--- src/rtl/vga_move_ctrl.sv ---
// -----------------------------------------------------------------------------
// vga_move_ctrl
//   Upstream control stage for the VGA output block. It owns the moving box's
//   top-left position and its RGB332 colour. In MANUAL mode, debounced
//   push-buttons move the box. In AUTO mode, the box bounces off the screen
//   edges and rotates its colour on every bounce. Position and colour change
//   only on frame_tick, so the picture never tears mid-frame.
//
// Ports
//   clk        in   1   system clock, rising edge
//   rst        in   1   synchronous reset, active-high
//   frame_tick in   1   one-cycle pulse per frame (start of vertical blank)
//   btn_up     in   1   raw asynchronous button, active-high
//   btn_down   in   1   raw asynchronous button, active-high
//   btn_left   in   1   raw asynchronous button, active-high
//   btn_right  in   1   raw asynchronous button, active-high
//   btn_mode   in   1   raw asynchronous button, toggles MANUAL/AUTO
//   pos_x      out 10   box left edge, 0..H_ACTIVE-BOX_SIZE
//   pos_y      out 10   box top edge, 0..V_ACTIVE-BOX_SIZE
//   data       out  8   box colour (RGB332)
//   auto_mode  out  1   1 = AUTO, 0 = MANUAL
// -----------------------------------------------------------------------------
module vga_move_ctrl #(
  parameter int          H_ACTIVE        = 640,
  parameter int          V_ACTIVE        = 480,
  parameter int          BOX_SIZE        = 32,
  parameter int          STEP            = 2,
  parameter int          DEBOUNCE_CYCLES = 250000,
  parameter logic [7:0]  INIT_COLOR      = 8'hE0
) (
  input  logic       clk,
  input  logic       rst,
  input  logic       frame_tick,
  input  logic       btn_up,
  input  logic       btn_down,
  input  logic       btn_left,
  input  logic       btn_right,
  input  logic       btn_mode,
  output logic [9:0] pos_x,
  output logic [9:0] pos_y,
  output logic [7:0] data,
  output logic       auto_mode
);

  localparam int XMAX    = H_ACTIVE - BOX_SIZE;
  localparam int YMAX    = V_ACTIVE - BOX_SIZE;
  localparam int NUM_BTN = 5;
  // The counter only ever has to hold DEBOUNCE_CYCLES-1.
  localparam int CNT_W   = (DEBOUNCE_CYCLES > 2) ? $clog2(DEBOUNCE_CYCLES) : 1;

  localparam logic [CNT_W-1:0]  CNT_LAST = CNT_W'(DEBOUNCE_CYCLES - 1);
  localparam logic signed [10:0] XMAX_S  = 11'(XMAX);
  localparam logic signed [10:0] YMAX_S  = 11'(YMAX);
  localparam logic signed [10:0] STEP_S  = 11'(STEP);
  localparam logic signed [10:0] ZERO_S  = 11'sd0;

  // Bit positions of each button in the synchroniser and debouncer vectors.
  localparam int BTN_UP    = 0;
  localparam int BTN_DOWN  = 1;
  localparam int BTN_LEFT  = 2;
  localparam int BTN_RIGHT = 3;
  localparam int BTN_MODE  = 4;

  // Result of one axis update.
  typedef struct packed {
    logic [9:0] pos;
    logic       dir;
    logic       bounce;
  } axis_t;

  // ---------------------------------------------------------------------------
  // Button synchronisers and debouncers
  // ---------------------------------------------------------------------------
  logic [NUM_BTN-1:0] w_btn_raw;
  logic [NUM_BTN-1:0] r_sync1;
  logic [NUM_BTN-1:0] r_sync2;
  logic [NUM_BTN-1:0] r_deb;
  logic [CNT_W-1:0]   r_cnt [NUM_BTN];

  assign w_btn_raw = {btn_mode, btn_right, btn_left, btn_down, btn_up};

  // NOTE: all sequential state uses non-blocking assignments. Every flop then
  // samples its pre-edge value, so the two synchroniser stages do not collapse
  // into a single stage.
  always_ff @(posedge clk) begin
    if (rst) begin
      r_sync1 <= '0;
      r_sync2 <= '0;
      r_deb   <= '0;
      // NOTE: the counter array is a handful of flops, not a RAM. Each entry is
      // cleared explicitly so every debouncer starts from a known state.
      for (int i = 0; i < NUM_BTN; i++) r_cnt[i] <= '0;
    end else begin
      r_sync1 <= w_btn_raw;
      r_sync2 <= r_sync1;
      for (int i = 0; i < NUM_BTN; i++) begin
        if (r_sync2[i] == r_deb[i]) begin
          r_cnt[i] <= '0;
        end else if (r_cnt[i] == CNT_LAST) begin
          r_deb[i] <= r_sync2[i];
          r_cnt[i] <= '0;
        end else begin
          r_cnt[i] <= r_cnt[i] + CNT_W'(1);
        end
      end
    end
  end

  // ---------------------------------------------------------------------------
  // Axis helpers (11-bit signed so that the edge tests never wrap)
  // ---------------------------------------------------------------------------
  function automatic axis_t manual_axis(input logic [9:0] pos,
                                        input logic       inc,
                                        input logic       dec,
                                        input logic signed [10:0] lim);
    axis_t              r;
    logic signed [10:0] p;
    logic signed [10:0] sum;
    logic signed [10:0] diff;
    p        = signed'({1'b0, pos});
    sum      = p + STEP_S;
    diff     = p - STEP_S;
    r.pos    = pos;
    r.dir    = 1'b0;
    r.bounce = 1'b0;
    if (inc && !dec) begin
      r.pos = (sum > lim) ? lim[9:0] : sum[9:0];
    end else if (dec && !inc) begin
      r.pos = (diff < ZERO_S) ? 10'd0 : diff[9:0];
    end
    return r;
  endfunction

  function automatic axis_t auto_axis(input logic [9:0] pos,
                                      input logic       dir,
                                      input logic signed [10:0] lim);
    axis_t              r;
    logic signed [10:0] p;
    logic signed [10:0] sum;
    logic signed [10:0] diff;
    p        = signed'({1'b0, pos});
    sum      = p + STEP_S;
    diff     = p - STEP_S;
    r.pos    = pos;
    r.dir    = dir;
    r.bounce = 1'b0;
    if (dir) begin
      if (sum >= lim) begin
        r.pos    = lim[9:0];
        r.dir    = 1'b0;
        r.bounce = 1'b1;
      end else begin
        r.pos = sum[9:0];
      end
    end else begin
      if (diff <= ZERO_S) begin
        r.pos    = 10'd0;
        r.dir    = 1'b1;
        r.bounce = 1'b1;
      end else begin
        r.pos = diff[9:0];
      end
    end
    return r;
  endfunction

  // ---------------------------------------------------------------------------
  // Frame update
  // ---------------------------------------------------------------------------
  logic [9:0] r_pos_x;
  logic [9:0] r_pos_y;
  logic [7:0] r_data;
  logic       r_auto;
  logic       r_dir_x;
  logic       r_dir_y;
  logic       r_mode_prev;

  axis_t      w_ax;
  axis_t      w_ay;
  logic [9:0] w_nxt_x;
  logic [9:0] w_nxt_y;
  logic [7:0] w_nxt_data;
  logic       w_nxt_dir_x;
  logic       w_nxt_dir_y;
  logic       w_mode_rise;

  assign w_mode_rise = r_deb[BTN_MODE] & ~r_mode_prev;

  // NOTE: every signal written here gets a default first. Otherwise a path
  // that skips an assignment would infer a latch.
  always_comb begin
    w_nxt_x     = r_pos_x;
    w_nxt_y     = r_pos_y;
    w_nxt_data  = r_data;
    w_nxt_dir_x = r_dir_x;
    w_nxt_dir_y = r_dir_y;
    w_ax        = '0;
    w_ay        = '0;
    if (frame_tick) begin
      if (r_auto) begin
        w_ax        = auto_axis(r_pos_x, r_dir_x, XMAX_S);
        w_ay        = auto_axis(r_pos_y, r_dir_y, YMAX_S);
        w_nxt_x     = w_ax.pos;
        w_nxt_y     = w_ay.pos;
        w_nxt_dir_x = w_ax.dir;
        w_nxt_dir_y = w_ay.dir;
        // One rotation per tick, even when both axes bounce together.
        if (w_ax.bounce || w_ay.bounce) w_nxt_data = {r_data[6:0], r_data[7]};
      end else begin
        w_ax    = manual_axis(r_pos_x, r_deb[BTN_RIGHT], r_deb[BTN_LEFT], XMAX_S);
        w_ay    = manual_axis(r_pos_y, r_deb[BTN_DOWN], r_deb[BTN_UP], YMAX_S);
        w_nxt_x = w_ax.pos;
        w_nxt_y = w_ay.pos;
      end
    end
  end

  // A mode edge updates r_auto at the same clock edge that applies the frame
  // update. That update has already been computed from the old mode.
  always_ff @(posedge clk) begin
    if (rst) begin
      r_pos_x     <= 10'(XMAX / 2);
      r_pos_y     <= 10'(YMAX / 2);
      r_data      <= INIT_COLOR;
      r_auto      <= 1'b0;
      r_dir_x     <= 1'b1;
      r_dir_y     <= 1'b1;
      r_mode_prev <= 1'b0;
    end else begin
      r_pos_x     <= w_nxt_x;
      r_pos_y     <= w_nxt_y;
      r_data      <= w_nxt_data;
      r_dir_x     <= w_nxt_dir_x;
      r_dir_y     <= w_nxt_dir_y;
      r_mode_prev <= r_deb[BTN_MODE];
      if (w_mode_rise) r_auto <= ~r_auto;
    end
  end

  assign pos_x     = r_pos_x;
  assign pos_y     = r_pos_y;
  assign data      = r_data;
  assign auto_mode = r_auto;

endmodule

--- config.mk ---
export PLATFORM = sky130hd
export DESIGN_NAME = vga_move_ctrl
export DESIGN_NICKNAME = d
export VERILOG_FILES = /design/src/rtl/vga_move_ctrl.sv
export SDC_FILE = /design/constraint.sdc
export NUM_CORES = 1
export LEC_CHECK = 0
export CAP_MARGIN = 15
export CORE_UTILIZATION = 40
export DETAILED_ROUTE_END_ITERATION = 10
export SYNTH_ARGS = -nofsm -noshare
export SYNTH_HDL_FRONTEND = slang
export SYNTH_SLANG_ARGS = --single-unit
--- constraint.sdc ---
create_clock -name clk -period 4.7 [get_ports clk]
set_clock_uncertainty 0.1 [all_clocks]
set_input_delay 0.94 -clock clk [delete_from_list [all_inputs] [get_ports clk]]
set_output_delay 0.94 -clock clk [all_outputs]
set_load 0.03 [all_outputs]
==> metrics <==
CP peak stage delay=0.80 ns; DR iter-0 viols=348; CTS max path bufs=2; Buf/Inv on CP=1; die footprint=0.0207 sq mm; GR Overflow Total=0; Hold Path Class=reg2reg; max-cap violations=0; Seq. cell area=0.00360 sq mm; H-tree depth=4; I/O pins=37; hold_sp=r_sync1[0]$_SDFF_PP0_; Crit path arrival time=2.00 ns; Die Wd=144 microns; async set-or-reset flop fraction in the synthesized netlist=0; FF-to-FF End=pos_x[6]$_SDFFE_PP0P_; RSZ-0062 raised after global routing=no; r2r setup slk=1.71 ns; Post-DP HPWL=12000 microns; Starting Density=0.412; Via density=5.11; register area share after synthesis=0.447; Resize count post-CTS=0; critical path class=reg2out; Max Freq=329 MHz; highest metal used=met4; IR drop worst, VDD=0.267 mV; Clock transition at path regs=0.06 ns; worst path required time=3.66 ns; #FFs+latches synth=135; Worst Hold Depth=1; crit share post-route=0.646; largest net degree at the start of global routing=39; routed wire length on met2=7760 microns; Primary FF master, synth=edfxtp_1; crit path time final=3.04 ns; Cell Chain, Critical Path=clkdlybuf4s50_1; Relative slew margins=0.239; CTS tree=done; area of the multi-input gates=0.00448 sq mm; syn_area_per_cell=9.18 sq um; # rows=51; Crit. End Element=output pin; FILL cells=1858; # setup viols final=0; CP Launch Point=pos_x[3]$_SDFFE_PP0P_; nets=992; Yosys cell types=74; total CTS buffers=17; hold buffers post-CTS=0; clk root buf=clkbuf_16; Reg2Reg Depth=8; n_diodes=0; top-count cell post-synth=nor2_1; first-pass GRT wire length=28400 microns; ANT nets after route=0; Synth area leader=edfxtp_1; Met3 Wirelength=792 microns; top cells by area, synth=edfxtp_1 (34%), dfxtp_1 (11%), nor2_1 (7.3%); Post-synth EDFFs=90; via count=6400; Util after Layout=0.485; worst-case hold slack=0.332 ns; DRC violations left=0; Slew @ Worst Pin=1.13 ns; Setup TNS=0 ns; CP top delay family=buffers and inverters; Post-CTS Setup Inserts=0; max-slew violations=0; endpoints failing hold=0; M1 wire length=8210 microns; Die Ht=144 microns; IO Port Bufs=34; pwr dens=301 mW/mm^2; Clk Latency, worst-skew pair=0.42 ns; routability congestion estimate from global placement=0.875; layout cells sized above 1=0.0536; Pleak=3.16 nW; Mapped Area=0.00806 sq mm; commonest cells in the synthesized netlist=nor2_1 (156), edfxtp_1 (90), xnor2_1 (61); Yosys warning count=0; vias in the first global route=5871; core area=0.0196 sq mm; Min-Delay Endpoint=r_sync2[0]$_SDFF_PP0_; P&R area growth vs syn=17.8%; post-synth top area share=0.335; Detailed Routing Iterations Pass 1=5; status=finished, final reports clean; clock sink total=135; Post-Layout Cell Count=1253; launching point of the worst reg2reg path=pos_x[2]$_SDFFE_PP0P_; Final Power=2.86 mW; crit path max fanout=21; initial antenna violation count=0; Total Routed Length=17100 microns; DR WL/cell=13.6 microns; Post-Syn Instances=878; crit start category=register; placed cells=1221; Tot GR Track Use=0.174; CP max stage cell=clkdlybuf4s50_1
-- layout by cell type, fill, tap and decap left out, drive strengths merged, types with 7 or more instances in the layout --
cell | netlist | final
nor3 | 21 | 21
dfxtp | 45 | 45
or3 | 20 | 20
mux2i | 14 | 14
nand3 | 56 | 56
edfxtp | 90 | 90
nor2b | 16 | 16
o31ai | 9 | 9
xor2 | 44 | 44
nand2 | 52 | 52
nor2 | 157 | 157
ha | 9 | 9
and3 | 10 | 10
clkdlybuf4s50 | 0 | 33
nand2b | 15 | 15
a31oi | 9 | 9
inv | 27 | 34
o21ai | 18 | 18
conb | 2 | 92
nor4 | 14 | 14
a211oi | 7 | 7
nor4b | 8 | 8
nand4 | 22 | 22
xnor2 | 61 | 61
a21oi | 25 | 25
clkbuf | 33 | 17
-- state kept, by name (all words and copies together), names as in the netlist --
register,count
auto_mode,1
data,8
pos_x,9
pos_y,9
r_cnt,90
r_deb,5
r_dir_x,1
r_dir_y,1
r_mode_prev,1
r_sync1,5
r_sync2,5
-- per-layer routing --
layer / vias up / GRT usage
met1: 2954 / 0.235
li1: 3258 / -
met2: 159 / 0.276
met3: 29 / 0.0328
met4: 0 / 0.0622
met5: - / 0
-- how the worst max path moves through the flow --
stage | endpoint | slack (ns) | cells past startpoint
final | pos_x[3] | 1.66 | 1
after CTS | pos_x[3] | 1.67 | 1
after global routing | pos_x[6]$_SDFFE_PP0P_ | 1.44 | 8
after global placement | pos_x[6]$_SDFFE_PP0P_ | 1.60 | 7
after floorplan | data[0]$_SDFFE_PP0P_ | 2.03 | 10
after detailed placement | pos_x[6]$_SDFFE_PP0P_ | 1.54 | 7
-- area by class of cell --
type	count	area share
tap	265	0.0349
sequential	135	0.379
timing repair buffer	37	0.0377
clock buffer	17	0.0448
clock inverter	15	0.0202
multi-input combinational	756	0.472
inverter	28	0.0111
-- through the flow --
step | area [sq um] | setup slack, ns
floorplan | 8400 | 2.03
global placement | 8880 | 1.60
detailed placement | 8880 | 1.54
CTS | 9500 | 1.67
global route | 9500 | 1.44
finish | 9500 | 1.66
-- cell families (layout without fill, tap and decap cells) --
group           after synthesis  count (layout)  share of synthesized area
simple gates                417             417                      0.257
flops                       135             135                      0.447
compound gates              119             119                      0.110
xor+xnor                    105             105                      0.114
buf+inv                      77              97                     0.0390
mux                          14              14                     0.0174
fa+ha+maj                     9               9                     0.0140
other cells                   2              92                   0.000931
-- where the power goes --
part	switching, mW	leakage [nW]	internal, mW
registers	0.0465	1.29	1.31
clock network	0.547	0.292	0.847
logic	0.0659	1.57	0.0496
total	0.659	3.16	2.20
Note: power is estimated with default switching activity, not from simulation.
